`src/rtl/nibble_serial_adder_if.sv`:
```
// Operand/result bundle for the nibble-serial adder: request side (a, b, cin)
// and response side (sum, cout), each with its own valid/ready pair.
interface nibble_serial_adder_if #(
    parameter int W = 16
);
    logic         in_valid;
    logic         in_ready;
    logic [W-1:0] a;
    logic [W-1:0] b;
    logic         cin;
    logic         out_valid;
    logic         out_ready;
    logic [W-1:0] sum;
    logic         cout;
    logic         busy;

    modport master (
        output in_valid, a, b, cin, out_ready,
        input  in_ready, out_valid, sum, cout, busy
    );

    modport slave (
        input  in_valid, a, b, cin, out_ready,
        output in_ready, out_valid, sum, cout, busy
    );
endinterface

```
`src/rtl/nibble_serial_adder.sv`:
```
// Adds W-bit operands one nibble per clock through a single 4-bit slice; result valid
// N=W/4 edges after accept, held in DONE until out_ready, no new operands taken meanwhile.
module nibble_serial_adder #(
    parameter int W = 16
) (
    input  logic                 clk,
    input  logic                 rst,
    nibble_serial_adder_if.slave bus
);
    localparam int N  = W / 4;
    localparam int IW = (N > 1) ? $clog2(N) : 1;

    typedef enum logic [1:0] {IDLE, RUN, DONE} state_t;

    state_t        state_q, state_d;
    logic [W-1:0]  a_q, a_d;
    logic [W-1:0]  b_q, b_d;
    logic [W-1:0]  sum_q, sum_d;
    logic          carry_q, carry_d;
    logic          cout_q, cout_d;
    logic [IW-1:0] idx_q, idx_d;
    logic [4:0]    slice;
    logic          accept;

    assign slice  = {1'b0, a_q[3:0]} + {1'b0, b_q[3:0]} + {4'b0000, carry_q};
    assign accept = bus.in_valid && bus.in_ready;

    always_comb begin
        state_d = state_q;
        a_d     = a_q;
        b_d     = b_q;
        sum_d   = sum_q;
        carry_d = carry_q;
        cout_d  = cout_q;
        idx_d   = idx_q;
        case (state_q)
            IDLE: begin
                if (accept) begin
                    a_d     = bus.a;
                    b_d     = bus.b;
                    carry_d = bus.cin;
                    idx_d   = '0;
                    state_d = RUN;
                end
            end
            RUN: begin
                // Each slice result enters at the top, so after N steps nibble 0 sits at the bottom.
                sum_d   = W'({slice[3:0], sum_q} >> 4);
                a_d     = a_q >> 4;
                b_d     = b_q >> 4;
                carry_d = slice[4];
                idx_d   = idx_q + IW'(1);
                if (idx_q == IW'(N - 1)) begin
                    cout_d  = slice[4];
                    state_d = DONE;
                end
            end
            DONE: begin
                if (bus.out_ready) begin
                    state_d = IDLE;
                end
            end
            default: state_d = IDLE;
        endcase
    end

    always_ff @(posedge clk) begin
        if (rst) begin
            state_q <= IDLE;
            a_q     <= '0;
            b_q     <= '0;
            sum_q   <= '0;
            carry_q <= 1'b0;
            cout_q  <= 1'b0;
            idx_q   <= '0;
        end else begin
            state_q <= state_d;
            a_q     <= a_d;
            b_q     <= b_d;
            sum_q   <= sum_d;
            carry_q <= carry_d;
            cout_q  <= cout_d;
            idx_q   <= idx_d;
        end
    end

    // in_ready drops combinationally with rst so a request alongside reset is never taken.
    assign bus.in_ready  = (state_q == IDLE) && !rst;
    assign bus.out_valid = (state_q == DONE);
    assign bus.busy      = (state_q != IDLE);
    assign bus.sum       = sum_q;
    assign bus.cout      = cout_q;
endmodule

```
`src/flat_wrapper.sv`:
```
// flat-port wrapper written by rule: the top's interface ports become plain ports
module nibble_serial_adder_flat 
#(
    parameter int W = 16
)
  (clk, rst, bus_in_valid, bus_a, bus_b, bus_cin, bus_out_ready, bus_in_ready, bus_out_valid, bus_sum, bus_cout, bus_busy);
  nibble_serial_adder_if #(.W(W)) bus_i ();
  input  logic clk;
  input  logic rst;
  input wire logic [$bits(bus_i.in_valid)-1:0] bus_in_valid;
  input wire logic [$bits(bus_i.a)-1:0] bus_a;
  input wire logic [$bits(bus_i.b)-1:0] bus_b;
  input wire logic [$bits(bus_i.cin)-1:0] bus_cin;
  input wire logic [$bits(bus_i.out_ready)-1:0] bus_out_ready;
  output wire logic [$bits(bus_i.in_ready)-1:0] bus_in_ready;
  output wire logic [$bits(bus_i.out_valid)-1:0] bus_out_valid;
  output wire logic [$bits(bus_i.sum)-1:0] bus_sum;
  output wire logic [$bits(bus_i.cout)-1:0] bus_cout;
  output wire logic [$bits(bus_i.busy)-1:0] bus_busy;
  assign bus_i.in_valid = bus_in_valid;
  assign bus_i.a = bus_a;
  assign bus_i.b = bus_b;
  assign bus_i.cin = bus_cin;
  assign bus_i.out_ready = bus_out_ready;
  assign bus_in_ready = bus_i.in_ready;
  assign bus_out_valid = bus_i.out_valid;
  assign bus_sum = bus_i.sum;
  assign bus_cout = bus_i.cout;
  assign bus_busy = bus_i.busy;
  nibble_serial_adder #(.W(W)) u_core (.clk(clk), .rst(rst), .bus(bus_i));
endmodule
```
`config.mk`:
```
export PLATFORM = sky130hd
export DESIGN_NAME = nibble_serial_adder_flat
export DESIGN_NICKNAME = d
export VERILOG_FILES = /design/src/rtl/nibble_serial_adder_if.sv /design/src/rtl/nibble_serial_adder.sv /design/src/flat_wrapper.sv
export SDC_FILE = /design/constraint.sdc
export NUM_CORES = 1
export LEC_CHECK = 0
export ABC_AREA = 0
export CELL_PAD_IN_SITES_DETAIL_PLACEMENT = 1
export CELL_PAD_IN_SITES_GLOBAL_PLACEMENT = 2
export CORE_ASPECT_RATIO = 1.5
export CORE_MARGIN = 4
export CORE_UTILIZATION = 29
export DETAILED_ROUTE_END_ITERATION = 8
export MAX_ROUTING_LAYER = met4
export PLACE_DENSITY_LB_ADDON = 0.08
export SLEW_MARGIN = 20
export SYNTH_ARGS = -nofsm -noshare
export SYNTH_HDL_FRONTEND = slang
export SYNTH_SLANG_ARGS = --single-unit
```
`constraint.sdc`:
```
create_clock -name clk -period 1.8 [get_ports clk]
set_input_delay 0.36 -clock clk [delete_from_list [all_inputs] [get_ports clk]]
set_output_delay 0.36 -clock clk [all_outputs]
set_load 0.005 [all_outputs]
```
==> impl_metrics.json, run 1 <==
{
  "outcome": "complete, no violations",
  "die_w_um": 83.3,
  "std_cell_rows": 40,
  "port_buffers": 56,
  "syn_to_final_growth_pct": 41.0,
  "cts_buffers": 5,
  "die_h_um": 121,
  "period_needed_ns": 1.73,
  "num_vias": 2147,
  "gr-total-overflow": 0,
  "utilization_pct": 42.6,
  "p_leak_uw": 0.00130,
  "end_kind": "flop",
  "hold_viol": 0,
  "grt_usage_pct": 13.1,
  "fin_skew_ns": 0.00444,
  "via_per_inst": 4.71,
  "grt_max_degree": 47,
  "slew_violations": 0,
  "rsz0062_at_grt": "false",
  "dp.cells": 447,
  "grt_pass1_vias": 2152,
  "cp.buffers_inverters": 2,
  "synth_cell_types": 32,
  "syn_avg_cell_area_um2": 8.61,
  "wl_per_cell_um": 13.6,
  "cts_tree": "built",
  "hold_path.class": "flop to flop",
  "drt-met1-wl_mm": 2.68,
  "finalNonFillerCells": 456,
  "relSlewSlack_pct": 74.6,
  "cp.required_ns": 2.00,
  "crit_arrival_ns": 1.93,
  "routed-wl-met2_mm": 3.20,
  "firstDrtPassIters": 4,
  "multi_input_area_um2": 1260,
  "peakVddDrop_v": 0.000418,
  "hpwl_mm": 4.47,
  "cts.sinks": 54,
  "crit_fanout": 11,
  "syn_nets": 329,
  "post-cts-setup-buffer-count": 0,
  "yosysWarnings": 0,
  "cp_slowest_stage_delay_ns": 0.51,
  "routed-wl-met3_um": 236,
  "cp_slowest_cell": "or4b_4",
  "powerDensity_nw_per_um2": 858,
  "clock_latency_ns": 0.29,
  "synthesis.area_um2": 2460,
  "critical_path_class": "primary input to flop",
  "gp_congestion": 0.660,
  "design_area_um2": 3470,
  "hold_ws_ns": 0.459,
  "syn_inst": 286,
  "fmaxAchievable_mhz": 579,
  "drc": 0,
  "ant_nets": 0,
  "root_buffer": "clkbuf_16",
  "first_iter_violations": 42,
  "postRouteWirelength_mm": 6.22,
  "tightest_slew_ns": 0.382,
  "layout.area.seq_um2": 1090,
  "crit_path_start_kind": "primary input",
  "fin_crit_sh_pct": 96.0,
  "placed_cell_area_um2": 3260,
  "ys_seq_area_share_pct": 43.9,
  "antenna_found_initial": 0,
  "core_area_um2": 8160,
  "highest_layer": "met4",
  "htreeDepth": 2,
  "ys_seq_elements": 54,
  "nFillCells": 977,
  "path_cells": "clkdlybuf4s50_1, or4b_4, nand2_8, buf_12, nor2_1, a311oi_2",
  "ios": 57,
  "critPathTopFamily": "simple AND/OR/NAND/NOR gates",
  "die_area_um2": 10100,
  "setup_viol": 0,
  "cts_buffer_depth": 2,
  "initial_utilization_pct": 30.2,
  "nets": 393,
  "path_clk_slew_ns": 0.07,
  "diodes": 0,
  "cap_violations": 0,
  "grt_pass1_wl_mm": 10.4,
  "drive_gt1_share_pct": 19.1,
  "power_uw": 2980
}
==> cells in the final DEF, fill, tap and decap left out, drive strengths merged, types with 4 or more instances in the layout <==
master         instances
a21oi                 26
a311oi                25
buf                   24
clkbuf                 6
clkdlybuf4s50         52
dfxtp                 54
ha                     4
inv                    6
nand2                 96
nor2                  28
==> final cells by class <==
type | instances | area share, %
multi-input combinational | 203 | 36.2
sequential | 54 | 31.3
timing repair buffer | 80 | 23.3
tap | 105 | 3.78
clock buffer | 5 | 3.60
clock inverter | 3 | 1.15
inverter | 6 | 0.648
==> what timing repair did <==
| item | 4_1_cts | 5_1_grt |
|---|---|---|
| gates cloned | 0 | 1 |
| hold buffers | 0 | 0 |
| gates resized for setup | 5 | 5 |
| endpoints found under the setup margin | 3 | 12 |
| pin swaps | 0 | 1 |
==> cells in the mapped netlist <==
| library cell | number | area share, % |
|---|---|---|
| nand2_1 | 95 | 14 |
| dfxtp_1 | 54 | 44 |
| nor2_1 | 28 | 4.3 |
| a21oi_1 | 26 | 5.3 |
| a311oi_2 | 24 | 15 |
| clkbuf_1 | 9 | 1.4 |
| inv_1 | 6 | 0.91 |
| buf_1 | 5 | 0.76 |
| buf_2 | 4 | 0.81 |
| buf_6 | 4 | 1.8 |
| ha_1 | 4 | 2.0 |
| a211oi_1 | 2 | 0.61 |
| a21o_1 | 2 | 0.61 |
| fa_1 | 2 | 1.6 |
| nand2b_1 | 2 | 0.51 |
| nand3_1 | 2 | 0.41 |
| nor2b_1 | 2 | 0.51 |
| a22oi_1 | 1 | 0.30 |
| a311oi_1 | 1 | 0.36 |
| and3_1 | 1 | 0.25 |
| buf_4 | 1 | 0.30 |
| mux2_2 | 1 | 0.46 |
| mux2i_1 | 1 | 0.41 |
| nand2_4 | 1 | 0.46 |
| nand3b_1 | 1 | 0.30 |
| nand4b_1 | 1 | 0.36 |
| nor3_1 | 1 | 0.20 |
| nor4b_2 | 1 | 0.61 |
| or2_2 | 1 | 0.25 |
| or4_1 | 1 | 0.30 |
| or4b_4 | 1 | 0.56 |
| xnor2_1 | 1 | 0.36 |
==> worst register-to-register path, delay by kind of cell (launching register included) <==
kind            cells  cell delay [ns]
fa+ha+maj           2             0.64
compound gates      3             0.47
flops               1             0.34
buf+inv             2             0.13
==> power breakdown <==
part | total, uW | internal, uW | switching (uW) | leakage, uW
registers | 1330 | 1270 | 52.1 | 0.000444
clock network | 1080 | 652 | 426 | 0.0000836
logic | 577 | 305 | 273 | 0.000774
total | 2980 | 2230 | 751 | 0.00130
==> layer usage <==
layer | GRT usage (%) | vias to the layer above
met5 | - | -
met4 | 4.29 | 0
met3 | 1.90 | 6
met2 | 23.2 | 41
met1 | 15.0 | 1011
li1 | - | 1089
==> kinds of logic after synthesis <==
| family | count (synthesis) | synth area share, % |
|---|---|---|
| XOR/XNOR | 1 | 0.356 |
| AO/OA/AOI/OAI | 56 | 21.8 |
| buffers and inverters | 29 | 5.99 |
| multiplexers | 2 | 0.863 |
| adder cells (fa/ha/maj) | 6 | 3.66 |
| AND/OR/NAND/NOR | 138 | 23.5 |
| flip-flops | 54 | 43.9 |
==> registers in the layout (all words and copies together) (netlist names) <==
signal	count
u_core.carry_q	1
u_core.state_q	2
u_core.b_q	16
u_core.bus.sum	16
u_core.a_q	16
u_core.bus.cout	1
u_core.idx_q	2
==> through the flow <==
step	setup TNS, ns	worst slack [ns]
4_1_cts	0	0.0101
3_3_place_gp	-5.02	-0.212
6_report	0	0.0728
2_1_floorplan	0	0.197
5_1_grt	0	0.00389
3_5_place_dp	-6.14	-0.266
==> path summary, 6_finish.rpt <==
check / from / endpoint / slack [ns] / cells after the start
hold / removal: u_core.bus.sum[2]$_SDFFE_PP0P_ / u_core.bus.sum[2]$_SDFFE_PP0P_ / 0.46 / 2
setup / recovery: bus_in_valid / u_core.b_q[9]$_SDFFE_PP0P_ / 0.07 / 6
hold reg to reg: u_core.bus.sum[2]$_SDFFE_PP0P_ / u_core.bus.sum[2]$_SDFFE_PP0P_ / 0.46 / 2
setup reg to reg: u_core.carry_q$_SDFFE_PP0P_ / u_core.bus.cout$_SDFFE_PP0P_ / 0.10 / 7
No activity file was read; power rests on OpenSTA's default activity.
==> inputs of run 2 (changes only) <==
--- a/config.mk
+++ b/config.mk
@@ -9,7 +9,7 @@
 export CELL_PAD_IN_SITES_DETAIL_PLACEMENT = 1
 export CELL_PAD_IN_SITES_GLOBAL_PLACEMENT = 2
 export CORE_ASPECT_RATIO = 1.5
-export CORE_MARGIN = 4
+export CORE_MARGIN = 2
 export CORE_UTILIZATION = 29
 export DETAILED_ROUTE_END_ITERATION = 8
 export MAX_ROUTING_LAYER = met4
==> run 2 against run 1 <==
Clock-buffer cell count increased by 2. Highest routed layer unchanged. Clock skew about the same. Flip-flop and latch count unchanged. Fmax decreased by 1.2%. Largest cell class unchanged. Wire length increased by 0.27%. Sequential share of layout area increased by 0.54 points.
==> impl_metrics.json, run 2 (synthesis gave the netlist of run 1 again) <==
{
  "outcome": "complete, no violations",
  "ctsHoldBuffers": 0,
  "layout.area.seq_um2": 1080,
  "relSlewSlack_pct": 71.6,
  "slew_violations": 0,
  "std_cell_rows": 41,
  "core_area_um2": 8310,
  "diodes": 0,
  "grt_pass1_wl_mm": 10.1,
  "path_clk_slew_ns": 0.07,
  "grt_pass1_vias": 2133,
  "crit_arrival_ns": 1.39,
  "setup_viol": 0,
  "tightest_slew_ns": 0.425,
  "dp.cells": 447,
  "fmaxAchievable_mhz": 572,
  "critPathTopFamily": "buffers and inverters",
  "finalSetupTns_ns": 0,
  "design_area_um2": 3410,
  "fin_skew_ns": 0.00436,
  "hold_viol": 0,
  "rsz0062_at_grt": "false",
  "cts_buffers": 5,
  "hold_path.class": "flop to flop",
  "power_frac_comb_pct": 19.4,
  "switchingPower_uw": 757,
  "initial_utilization_pct": 29.6,
  "root_buffer": "clkbuf_16",
  "cts_buffer_depth": 2,
  "drc": 0,
  "final_cell_mix": "nand2_1, clkdlybuf4s50_1, dfxtp_1, nor2_1, a21oi_1",
  "cp.buffers_inverters": 1,
  "clkPwrFrac_pct": 34.4,
  "crit_path_start_kind": "flop",
  "gr-total-overflow": 0,
  "power_uw": 2870,
  "cp_num_cells": 2,
  "crit_end": "bus_out_valid",
  "p_int_uw": 2120,
  "grt_usage_pct": 14.8,
  "grt_max_degree": 46,
  "nFillCells": 1009,
  "htreeDepth": 2,
  "p_leak_uw": 0.00126,
  "rr_endpoint": "u_core.bus.cout$_SDFFE_PP0P_",
  "die_h_um": 117,
  "timing.rr.start": "u_core.carry_q$_SDFFE_PP0P_",
  "path_cells": "nor2b_1, clkdlybuf4s50_1",
  "cp_slowest_stage_delay_ns": 0.52,
  "num_vias": 2173,
  "clock_latency_ns": 0.29,
  "period_needed_ns": 1.75,
  "sw_frac_of_total_pct": 26.3,
  "placed_cell_area_um2": 3250,
  "cts_tree": "built",
  "cp_slowest_cell": "clkdlybuf4s50_1",
  "cts.sinks": 54,
  "first_iter_violations": 70,
  "via_per_inst": 4.78,
  "postRouteWirelength_mm": 6.23,
  "port_buffers": 56,
  "final_common_cell": "nand2_1",
  "seqPwrFrac_pct": 46.1,
  "setup.worst_path.start": "u_core.state_q[1]$_SDFFE_PP0P_",
  "ff2ff_setup_slack_ns": 0.10,
  "wl_per_cell_um": 13.7,
  "crit_fanout": 5,
  "antenna_found_initial": 0,
  "multi_input_area_um2": 1260,
  "critical_path_class": "flop to output pin",
  "nets": 390,
  "firstDrtPassIters": 4,
  "reg2reg_depth": 7,
  "finalNonFillerCells": 455,
  "syn_to_final_growth_pct": 38.4,
  "hpwl_mm": 4.62,
  "cp.required_ns": 1.44,
  "powerDensity_nw_per_um2": 843,
  "post-cts-setup-buffer-count": 0,
  "die_area_um2": 9260,
  "ios": 57,
  "cap_violations": 0,
  "ant_nets": 0,
  "drive_gt1_share_pct": 17.8,
  "gp_congestion": 0.715,
  "peakVddDrop_v": 0.000512,
  "fin_crit_sh_pct": 97.1,
  "end_kind": "output pin",
  "die_w_um": 79.3
}
run 2: per-stage QoR:
step	setup slack [ns]	hold WS [ns]	utilization (%)
floorplan	0.197	0.437	-
global placement	-0.216	0.441	39.1
detailed placement	-0.269	0.450	39.1
CTS	0.000124	0.460	40.9
global route	0.00632	0.476	41.0
finish	0.0526	0.457	41.0
run 2: layout make-up:
class / instances / area share, %
clock buffers: 7 / 4.18
inverters: 6 / 0.660
multi-input cells: 203 / 36.9
clock inverters: 1 / 0.147
flip-flops and latches: 54 / 31.8
well taps: 107 / 3.93
repair buffers: 77 / 22.4
run 2: worst min-delay path by stage:
stage | from | end | slack (ns) | cells past startpoint
after floorplan | u_core.a_q[12]$_SDFFE_PP0P_ | u_core.a_q[12]$_SDFFE_PP0P_ | 0.44 | 2
after global placement | u_core.bus.sum[2]$_SDFFE_PP0P_ | u_core.bus.sum[2]$_SDFFE_PP0P_ | 0.44 | 2
after detailed placement | u_core.bus.sum[3]$_SDFFE_PP0P_ | u_core.bus.sum[3]$_SDFFE_PP0P_ | 0.45 | 2
after CTS | u_core.bus.sum[3]$_SDFFE_PP0P_ | u_core.bus.sum[3]$_SDFFE_PP0P_ | 0.46 | 2
after global routing | u_core.b_q[14]$_SDFFE_PP0P_ | u_core.b_q[14]$_SDFFE_PP0P_ | 0.48 | 2
final | u_core.bus.sum[0]$_SDFFE_PP0P_ | u_core.bus.sum[0]$_SDFFE_PP0P_ | 0.46 | 2
run 2: power groups by stage:
stage	registers [uW]	clock network (uW)	logic, uW
global placement	1350	0	551
floorplan	1340	0	331
CTS	1330	1030	568
detailed placement	1360	0	567
finish	1330	990	558
global route	1340	1080	620
run 2: metal layers:
metal  vias up  share of wire, %  GRT usage, %
li1       1086                 -             -
met1      1035                40          14.8
met2        44                54          27.2
met3         8               3.1          3.07
met4         0               2.6          7.01
met5         -                 0             -
run 2: timing repair:
action                                  in CTS  in global routing
resized for setup                            3                  3
endpoints found under the setup margin       3                  7
pin swaps                                    0                  1
run 2: worst min-delay path, cell delays in order (launching register included):
cell	delay, ns
dfxtp_1	0.31
nand2_1	0.05
a21oi_1	0.05
==> inputs of run 3 (changes only) <==
--- a/config.mk
+++ b/config.mk
@@ -9,7 +9,6 @@
 export CELL_PAD_IN_SITES_DETAIL_PLACEMENT = 1
 export CELL_PAD_IN_SITES_GLOBAL_PLACEMENT = 2
 export CORE_ASPECT_RATIO = 1.5
-export CORE_MARGIN = 2
 export CORE_UTILIZATION = 29
 export DETAILED_ROUTE_END_ITERATION = 8
 export MAX_ROUTING_LAYER = met4
==> run 3 against run 2 <==
Design area grew 1.4%. Combinational power grew 5.6%. Register-to-register slack gained 0.05 ns. Die area shrank 4.2%. Worst setup slack lost 0.012 ns. Fmax shrank 0.68%. Utilization grew 1.6 points. Flip-flop and latch count is the same. Clock-buffer cell count shrank 1. Sequential share of layout area shrank 0.40 points. Critical path type is now primary input to flop.
==> impl_metrics.json, run 3 (synthesis gave the netlist of run 1 again) <==
{
  "grt_max_degree": 34,
  "slew_violations": 0,
  "period_needed_ns": 1.76,
  "multi_input_area_um2": 1260,
  "num_vias": 2152,
  "powerDensity_nw_per_um2": 825,
  "die_area_um2": 8880,
  "wl_per_cell_um": 13.7,
  "hpwl_mm": 4.50,
  "cts_tree": "built",
  "setup.worst_path.start": "bus_in_valid",
  "cap_violations": 0,
  "via_per_inst": 4.72,
  "power_uw": 2850,
  "tightest_slew_ns": 0.471,
  "peakVddDrop_v": 0.000351,
  "diodes": 0,
  "layout.area.seq_um2": 1090,
  "switchingPower_uw": 759,
  "nets": 394,
  "drc": 0,
  "ios": 57,
  "end_kind": "flop",
  "postRouteWirelength_mm": 6.27,
  "ant_nets": 0,
  "nFillCells": 980,
  "fin_crit_sh_pct": 97.7,
  "sw_frac_of_total_pct": 26.6,
  "cp.required_ns": 2.01,
  "antenna_found_initial": 0,
  "initial_utilization_pct": 30.4,
  "fmaxAchievable_mhz": 568,
  "p_int_uw": 2090,
  "cts_buffers": 5,
  "hold_path_startpoint": "u_core.a_q[15]$_SDFFE_PP0P_",
  "cts.sinks": 54,
  "core_area_um2": 8110,
  "final_cell_mix": "nand2_1, clkdlybuf4s50_1, dfxtp_1, nor2_1, a21oi_1",
  "root_buffer": "clkbuf_16",
  "firstDrtPassIters": 4,
  "crit_path_start_kind": "primary input",
  "gr-total-overflow": 0,
  "setup_viol": 0,
  "hold_viol": 0,
  "clock_latency_ns": 0.29,
  "seqPwrFrac_pct": 46.5,
  "grt_usage_pct": 15.2,
  "cts_buffer_depth": 2,
  "port_buffers": 56,
  "htreeDepth": 2,
  "relSlewSlack_pct": 68.6,
  "crit_fanout": 16,
  "hold_depth": 2,
  "p_leak_uw": 0.00128,
  "hold_ws_ns": 0.454,
  "syn_to_final_growth_pct": 40.4,
  "hold_path.class": "flop to flop",
  "critical_path_class": "primary input to flop",
  "die_w_um": 77.3,
  "fin_skew_ns": 0.0105,
  "placed_cell_area_um2": 3230,
  "utilization_pct": 42.7,
  "power_frac_comb_pct": 20.7,
  "gp_congestion": 0.700,
  "std_cell_rows": 40,
  "design_area_um2": 3460,
  "first_iter_violations": 46,
  "reg2reg_depth": 5,
  "die_h_um": 115,
  "final_common_cell": "nand2_1",
  "grt_pass1_vias": 2165,
  "clkPwrFrac_pct": 32.8,
  "timing.rr.start": "u_core.state_q[1]$_SDFFE_PP0P_",
  "path_clk_slew_ns": 0.07,
  "grt_pass1_wl_mm": 10.3,
  "crit_arrival_ns": 1.97,
  "ctsHoldBuffers": 0,
  "drive_gt1_share_pct": 19.7,
  "outcome": "complete, no violations"
}
run 3: layout make-up:
| cell class | instances | area share, % |
|---|---|---|
| clock inverter | 1 | 0.217 |
| clock buffer | 6 | 3.73 |
| timing repair buffer | 81 | 23.6 |
| sequential | 54 | 31.4 |
| tap | 105 | 3.80 |
| inverter | 6 | 0.651 |
| multi-input combinational | 203 | 36.6 |
run 3: worst paths after layout:
path	to	slack [ns]
worst max-delay path	u_core.b_q[2]$_SDFFE_PP0P_	0.04
worst min-delay path	u_core.a_q[15]$_SDFFE_PP0P_	0.45
worst max register to register	u_core.b_q[2]$_SDFFE_PP0P_	0.15
worst min register to register	u_core.a_q[15]$_SDFFE_PP0P_	0.45
run 3: stage by stage:
stage          setup TNS, ns  worst slack, ns  instances
2_1_floorplan              0            0.197        286
3_3_place_gp           -5.92           -0.257        447
3_5_place_dp           -6.34           -0.269        447
4_1_cts                    0           0.0129        454
5_1_grt             -0.00245         -0.00245        456
6_report                   0           0.0407        456
run 3: layer usage:
metal,wire length (um),track usage [%],vias to the layer above
li1,-,-,1093
met1,2700,17.0,1015
met2,3360,27.2,40
met3,150,2.30,4
met4,59,5.28,0
met5,0,-,-
run 3: critical path: stages:
cell	delay, ns
clkdlybuf4s50_1	0.49
or4b_4	0.52
nand2_8	0.13
clkbuf_16	0.19
nor2_1	0.06
a311oi_2	0.21
run 3: timing repair:
action | in CTS | in global routing
setup buffers | 0 | 0
pin swaps | 0 | 0
gates resized for setup | 4 | 9
endpoints found under the setup margin | 3 | 16
gates cloned | 0 | 2
run 3: power by group through the flow:
stage	registers [uW]	clock network, uW	logic (uW)
2_1_floorplan	1340	0	331
3_3_place_gp	1360	0	548
3_5_place_dp	1360	0	562
4_1_cts	1330	970	564
5_1_grt	1340	1010	654
6_report	1330	936	589
